$ cat src/rtl/dmem_access_ctrl_pkg.sv
// dmem_access_ctrl_pkg: size/state encodings, stall constants and request record for the data-memory access path.
package dmem_access_ctrl_pkg;

    localparam logic [1:0] SZ_BYTE = 2'd0;
    localparam logic [1:0] SZ_HALF = 2'd1;
    localparam logic [1:0] SZ_WORD = 2'd2;

    localparam logic Stop   = 1'b1;
    localparam logic NoStop = 1'b0;

    typedef enum logic [1:0] {
        IDLE = 2'd0,
        ADDR = 2'd1,
        DATA = 2'd2,
        DONE = 2'd3
    } state_t;

    typedef struct packed {
        logic        we;
        logic [1:0]  size;
        logic        sgn;
        logic [31:0] addr;
        logic [31:0] wdata;
    } mem_req_t;

    // Size 3 is treated as a word everywhere, so size[1] means "word".
    function automatic logic misaligned(input logic [1:0] size, input logic [1:0] a);
        return (size == SZ_HALF && a[0]) || (size[1] && a != 2'b00);
    endfunction

endpackage

$ cat src/rtl/dmem_access_ctrl_mem_align.sv
// mem_align: store strobe/data replication and load byte-lane extraction with sign/zero extension.
module mem_align
    import dmem_access_ctrl_pkg::*;
(
    input  logic        we,
    input  logic [1:0]  size,
    input  logic        sgn,
    input  logic [1:0]  offset,
    input  logic [31:0] wdata,
    input  logic [31:0] rdata,
    output logic [3:0]  wstrb,
    output logic [31:0] wdata_rep,
    output logic [31:0] ld_ext
);

    logic [31:0] sh;

    assign sh = rdata >> {offset, 3'b000};

    always_comb begin
        wstrb     = !we ? 4'b0000 : size[1] ? 4'b1111 : (size == SZ_HALF ? 4'b0011 : 4'b0001) << offset;
        wdata_rep = size[1] ? wdata : size[0] ? {2{wdata[15:0]}} : {4{wdata[7:0]}};
        ld_ext    = size[1] ? sh
                  : size[0] ? {{16{sgn & sh[15]}}, sh[15:0]}
                  : {{24{sgn & sh[7]}}, sh[7:0]};
    end

endmodule

$ cat src/rtl/dmem_access_ctrl.sv
// dmem_access_ctrl: sequences EX/MEM loads and stores onto a split req/addr_ok/data_ok SRAM bus.
// Stalls the pipeline while an access is outstanding; flags misalignment and bus timeouts.
module dmem_access_ctrl
    import dmem_access_ctrl_pkg::*;
#(
    parameter int TIMEOUT = 64,
    parameter int CNT_W   = 7
) (
    input  logic        clk,
    input  logic        rst,
    input  logic        req_valid,
    input  logic        req_we,
    input  logic [1:0]  req_size,
    input  logic        req_signed,
    input  logic [31:0] req_addr,
    input  logic [31:0] req_wdata,
    input  logic        flush,
    output logic        stallreq,
    output logic        resp_valid,
    output logic [31:0] ld_data,
    output logic        addr_err,
    output logic        bus_err,
    output logic        data_req,
    output logic        data_wr,
    output logic [1:0]  data_size,
    output logic [31:0] data_addr,
    output logic [3:0]  data_wstrb,
    output logic [31:0] data_wdata,
    input  logic        data_addr_ok,
    input  logic        data_data_ok,
    input  logic [31:0] data_rdata
);

    state_t           state, state_nxt;
    mem_req_t         r;
    logic             cancel;
    logic [CNT_W-1:0] cnt;
    logic             mis, start, busy, timeout, cancel_now;
    logic [3:0]       strb;
    logic [31:0]      wrep, ld_ext;

    assign mis        = misaligned(req_size, req_addr[1:0]);
    assign start      = state == IDLE && req_valid && !mis && !flush;
    assign busy       = state == ADDR || state == DATA;
    assign timeout    = busy && cnt == CNT_W'(TIMEOUT - 1);
    // A flush landing on the completing cycle discards the result just like an earlier one.
    assign cancel_now = cancel | flush;

    mem_align u_align (
        .we        (r.we),
        .size      (r.size),
        .sgn       (r.sgn),
        .offset    (r.addr[1:0]),
        .wdata     (r.wdata),
        .rdata     (data_rdata),
        .wstrb     (strb),
        .wdata_rep (wrep),
        .ld_ext    (ld_ext)
    );

    always_ff @(posedge clk or negedge rst) begin
        if (!rst) state <= IDLE;
        else      state <= state_nxt;
    end

    always_comb begin
        state_nxt = state;
        unique case (state)
            IDLE:    state_nxt = start ? ADDR : IDLE;
            ADDR:    state_nxt = timeout ? IDLE : !data_addr_ok ? ADDR : !data_data_ok ? DATA
                               : cancel_now ? IDLE : DONE;
            DATA:    state_nxt = timeout || (data_data_ok && cancel_now) ? IDLE
                               : data_data_ok ? DONE : DATA;
            default: state_nxt = IDLE;
        endcase
    end

    always_comb begin
        data_req   = state == ADDR;
        data_wr    = data_req & r.we;
        data_size  = data_req ? (r.size[1] ? SZ_WORD : r.size) : 2'b00;
        data_addr  = data_req ? r.addr : '0;
        data_wstrb = data_req ? strb : '0;
        data_wdata = data_req ? wrep : '0;
        stallreq   = start || busy ? Stop : NoStop;
        resp_valid = state == DONE && !flush;
        addr_err   = req_valid & mis;
        bus_err    = timeout;
    end

    always_ff @(posedge clk or negedge rst) begin
        if (!rst) begin
            r       <= '0;
            cancel  <= 1'b0;
            cnt     <= '0;
            ld_data <= '0;
        end else begin
            if (start) r <= '{we: req_we, size: req_size, sgn: req_signed, addr: req_addr, wdata: req_wdata};
            cancel <= state_nxt == IDLE ? 1'b0 : cancel | (busy & flush);
            cnt    <= busy && (state_nxt == ADDR || state_nxt == DATA) ? cnt + 1'b1 : '0;
            if (state_nxt == DONE && !r.we) ld_data <= ld_ext;
        end
    end

endmodule

$ cat config.mk
export PLATFORM = sky130hd
export DESIGN_NAME = dmem_access_ctrl
export DESIGN_NICKNAME = d
export VERILOG_FILES = /design/src/rtl/dmem_access_ctrl_pkg.sv /design/src/rtl/dmem_access_ctrl_mem_align.sv /design/src/rtl/dmem_access_ctrl.sv
export SDC_FILE = /design/constraint.sdc
export NUM_CORES = 1
export LEC_CHECK = 0
export BUFFER_PORTS_ARGS = -buffer_cell sky130_fd_sc_hd__buf_2
export CAP_MARGIN = 20
export CELL_PAD_IN_SITES_DETAIL_PLACEMENT = 1
export CELL_PAD_IN_SITES_GLOBAL_PLACEMENT = 1
export CORE_MARGIN = 3
export CORE_UTILIZATION = 40
export CTS_CLUSTER_DIAMETER = 120
export CTS_CLUSTER_SIZE = 8
export DETAILED_ROUTE_END_ITERATION = 16
export PLACE_DENSITY_LB_ADDON = 0.1
export SLEW_MARGIN = 0
export SYNTH_ARGS = -nofsm -noshare
export SYNTH_HDL_FRONTEND = slang
export SYNTH_SLANG_ARGS = --single-unit
$ cat constraint.sdc
create_clock -name clk -period 8.3 [get_ports clk]
set_clock_uncertainty 0.05 [all_clocks]
set_input_delay 1.66 -clock clk [delete_from_list [all_inputs] [get_ports clk]]
set_output_delay 1.66 -clock clk [all_outputs]
set_load 0.01 [all_outputs]
==> out/results.tsv <==
stage	metric	value	unit
logic_synthesis	synthFlopType	dfrtp_1	
route	firstDrtPassIters	4	
final_layout	fin_nets	816	
logic_synthesis	syn_avg_cell_area	11.1	µm²
sta	fin_crit	4.86	ns
grt	grt_pass1_vias	4916	
power_and_ir_drop	power_frac_clock	0.178	
power_and_ir_drop	power_density	345	nW/µm²
placed_design	place.gp.congestion	0.787	
job	cap_violations	0	
clocking	cts.reportedPaths.clkPinSlew	0.07	ns
logic_synthesis	synth-async-reset-ratio	1.00	
grt	grt_usage	0.215	
final_layout	syn_to_final_growth	26.7	%
sta	max_freq	206	MHz
sta	final_hold_viol_count	0	
sta	setup_viol	0	
route	drc	0	
route	ant_nets	0	
clocking	numCtsBuffers	9	
clocking	cts_setup_buffers	0	
logic_synthesis	yosys-top-cells-area	dfrtp_1 49%, mux2_2 15%, mux2i_1 6.1%, and2_1 5.5%, nand2_1 2.7%	
logic_synthesis	ys_ff_latch	110	
logic_synthesis	synth_nets	622	
power_and_ir_drop	combinationalPowerShare	0.430	
power_and_ir_drop	p_int	1.52	mW
clocking	htreeDepth	3	
grt	grt_pass1_wl	26700	µm
logic_synthesis	synth_warnings	0	
placed_design	io_buffers	213	
sta	fin_crit_sh	0.585	
sta	fin_hold_ws	0.413	ns
min_path	worstHoldPathType	register to register	
power_and_ir_drop	p_leak	3.75	nW
logic_synthesis	synth_most_common_cell	dfrtp_1	
grt	grt_start_max_net_pins	72	
route	first_iter_violations	288	
clocking	cts_buffer_depth	2	
power_and_ir_drop	vdd_drop_max	0.189	mV
worst_setup_path	cp_max_fo	32	
sta	grt_setup_unrepaired	no	
route	wl	16600	µm
power_and_ir_drop	power.switching	938	µW
worst_setup_path	path_cells	buf_2 -> a21oi_1 -> nor2_1 -> or3_2 -> nand2_1 -> buf_2	
die	initial_core_util	0.416	
power_and_ir_drop	swShare	0.381	
clocking	root_buffer	clkbuf_16	
placed_design	hpwlAfterDp	12300	µm
worst_setup_path	crit_slowest_cell	or3_2	
worst_setup_path	worst_setup_path_end_kind	output pin	
clocking	cts_hold_buf	0	
logic_synthesis	synth_common_cells	110 x dfrtp_1, 75 x mux2_2, 49 x and2_1, 40 x nand2_1, 36 x nor2_1	
die	die_area	15500	µm²
sta	slew_violations	0	
power_and_ir_drop	power_frac_seq	0.392	
die	rows	42	
sta	maxSlewHeadroom	0.433	
worst_setup_path	cp-start-kind	input port	
worst_setup_path	cpMostUsedCell	buf_2	
run_status	status	finished clean	
die	dieHeight	125	µm
sta	max_slew.worst_pin.slew	0.847	ns
sta	fin_setup_tns	0	ns
logic_synthesis	synthCells	508	
worst_setup_path	required	6.59	ns
clocking	clk_latency	0.35	ns
clocking	cts_resized	0	
final_layout	fin_util	0.528	
logic_synthesis	synth_cell_types	36	
logic_synthesis	synth_seq_area_share	0.490	
worst_setup_path	critical-path-max-stage-delay	0.79	ns
clocking	cts.sinks	110	
die	ioPinCount	214	
clocking	cts_tree	yes	
grt	antenna_found_initial	3	
logic_synthesis	synth_edf_count	0	
logic_synthesis	syn_area	5620	µm²
worst_setup_path	critPathKind	input port to output pin	
die	core_area	13500	µm²
grt	gr-total-overflow	0	
final_layout	layout-drive-gt1-share	0.460	
route	vias	4600	
route	avgRoutedWirePerCell	18.8	µm
logic_synthesis	yosysTopAreaCellShare	0.490	
die	die_w	125	µm
worst_setup_path	crit_arrival	3.15	ns
logic_synthesis	synth_largest_area_cell	dfrtp_1	
route	vias_per_cell	5.20	
-- registers in the layout, summed over array words and instances (netlist names) --
signal	count
r	68
ld_data	32
cnt	7
state	2
cancel	1
-- worst paths after layout --
kind / from / end / slack (ns) / cells after the start
max in group asynchronous: rst / r[63]$_DFFE_PN0P_ / 5.66 / 2
worst min register to register: cnt[0]$_DFF_PN0_ / cnt[0]$_DFF_PN0_ / 0.41 / 1
min in group asynchronous: rst / ld_data[9]$_DFFE_PN0P_ / 1.31 / 1
worst max-delay path: req_addr[0] / stallreq / 3.44 / 6
worst min-delay path: cnt[0]$_DFF_PN0_ / cnt[0]$_DFF_PN0_ / 0.41 / 1
worst max register to register: state[0]$_DFF_PN0_ / ld_data[25]$_DFFE_PN0P_ / 4.46 / 12
-- power by group through the flow --
| stage | combinational, mW | clock (mW) | sequential [mW] |
|---|---|---|---|
| after floorplan | 0.715 | 0 | 0.922 |
| after global placement | 1.03 | 0 | 0.956 |
| after detailed placement | 1.06 | 0 | 0.974 |
| after CTS | 1.07 | 0.450 | 0.965 |
| after global routing | 1.17 | 0.477 | 1.00 |
| final | 1.06 | 0.437 | 0.965 |
-- layout make-up --
cell class                      instances  area [µm²]
Fill cell                            1534        6380
Sequential cell                       110        2750
Multi-Input combinational cell        355        2690
Timing Repair Buffer                  220        1130
Clock buffer                            9         225
Tap cell                              176         220
Clock inverter                          7        75.1
Inverter                                6        22.5
Antenna cell                            2        5.00
-- worst max-delay path, delay by kind of cell --
family,cells,cell delay (ns)
AND/OR/NAND/NOR,3,1.06
AO/OA/AOI/OAI,1,0.15
buffers and inverters,2,0.25
-- placed cells by master, fill, tap and decap left out, drive strengths merged, types with 2 or more instances in the layout --
cell | netlist | routed
nor2b | 14 | 14
xor2 | 2 | 2
clkinv | 0 | 3
a21boi | 8 | 8
ha | 8 | 8
clkinvlp | 0 | 3
nand3 | 2 | 2
nor4 | 3 | 3
or3 | 3 | 3
clkbuf | 28 | 10
a221o | 15 | 15
o21ai | 16 | 16
mux2 | 75 | 75
and3 | 3 | 3
and2 | 49 | 49
dfrtp | 110 | 110
inv | 6 | 6
mux2i | 34 | 34
xnor2 | 2 | 2
nand2b | 2 | 2
o211a | 8 | 8
nand2 | 40 | 40
nor2 | 36 | 36
buf | 9 | 219
diode | 0 | 2
a21oi | 25 | 25
-- routing by layer --
| metal | vias to the layer above | part of all wire | wire [µm] | GRT usage |
|---|---|---|---|---|
| met3 | 16 | 0.073 | 1210 | 0.0729 |
| met1 | 2297 | 0.42 | 6980 | 0.265 |
| met4 | 2 | 0.015 | 252 | 0.0671 |
| met2 | 141 | 0.49 | 8190 | 0.356 |
| li1 | 2144 | - | - | - |
| met5 | - | 0.0011 | 18 | 0 |
-- kinds of logic after synthesis --
| kind of cell | Yosys count | share of synthesized area |
|---|---|---|
| AO/OA/AOI/OAI | 77 | 0.0970 |
| XOR/XNOR | 4 | 0.00623 |
| adder cells (fa/ha/maj) | 8 | 0.0178 |
| buffers and inverters | 43 | 0.0320 |
| flip-flops | 110 | 0.490 |
| multiplexers | 110 | 0.215 |
| AND/OR/NAND/NOR | 156 | 0.142 |
-- metrics by stage --
stage                     power, mW  worst slack, ns  cell area, µm²  instances
final                          2.46             3.44            7120        885
after global routing           2.65             3.18            7120        885
after CTS                      2.48             3.20            7090        881
after detailed placement       2.04             2.80            6790        865
after global placement         1.98             3.17            6790        865
after floorplan                1.64             3.90            5620        508
(Power assumes the default switching activity.)
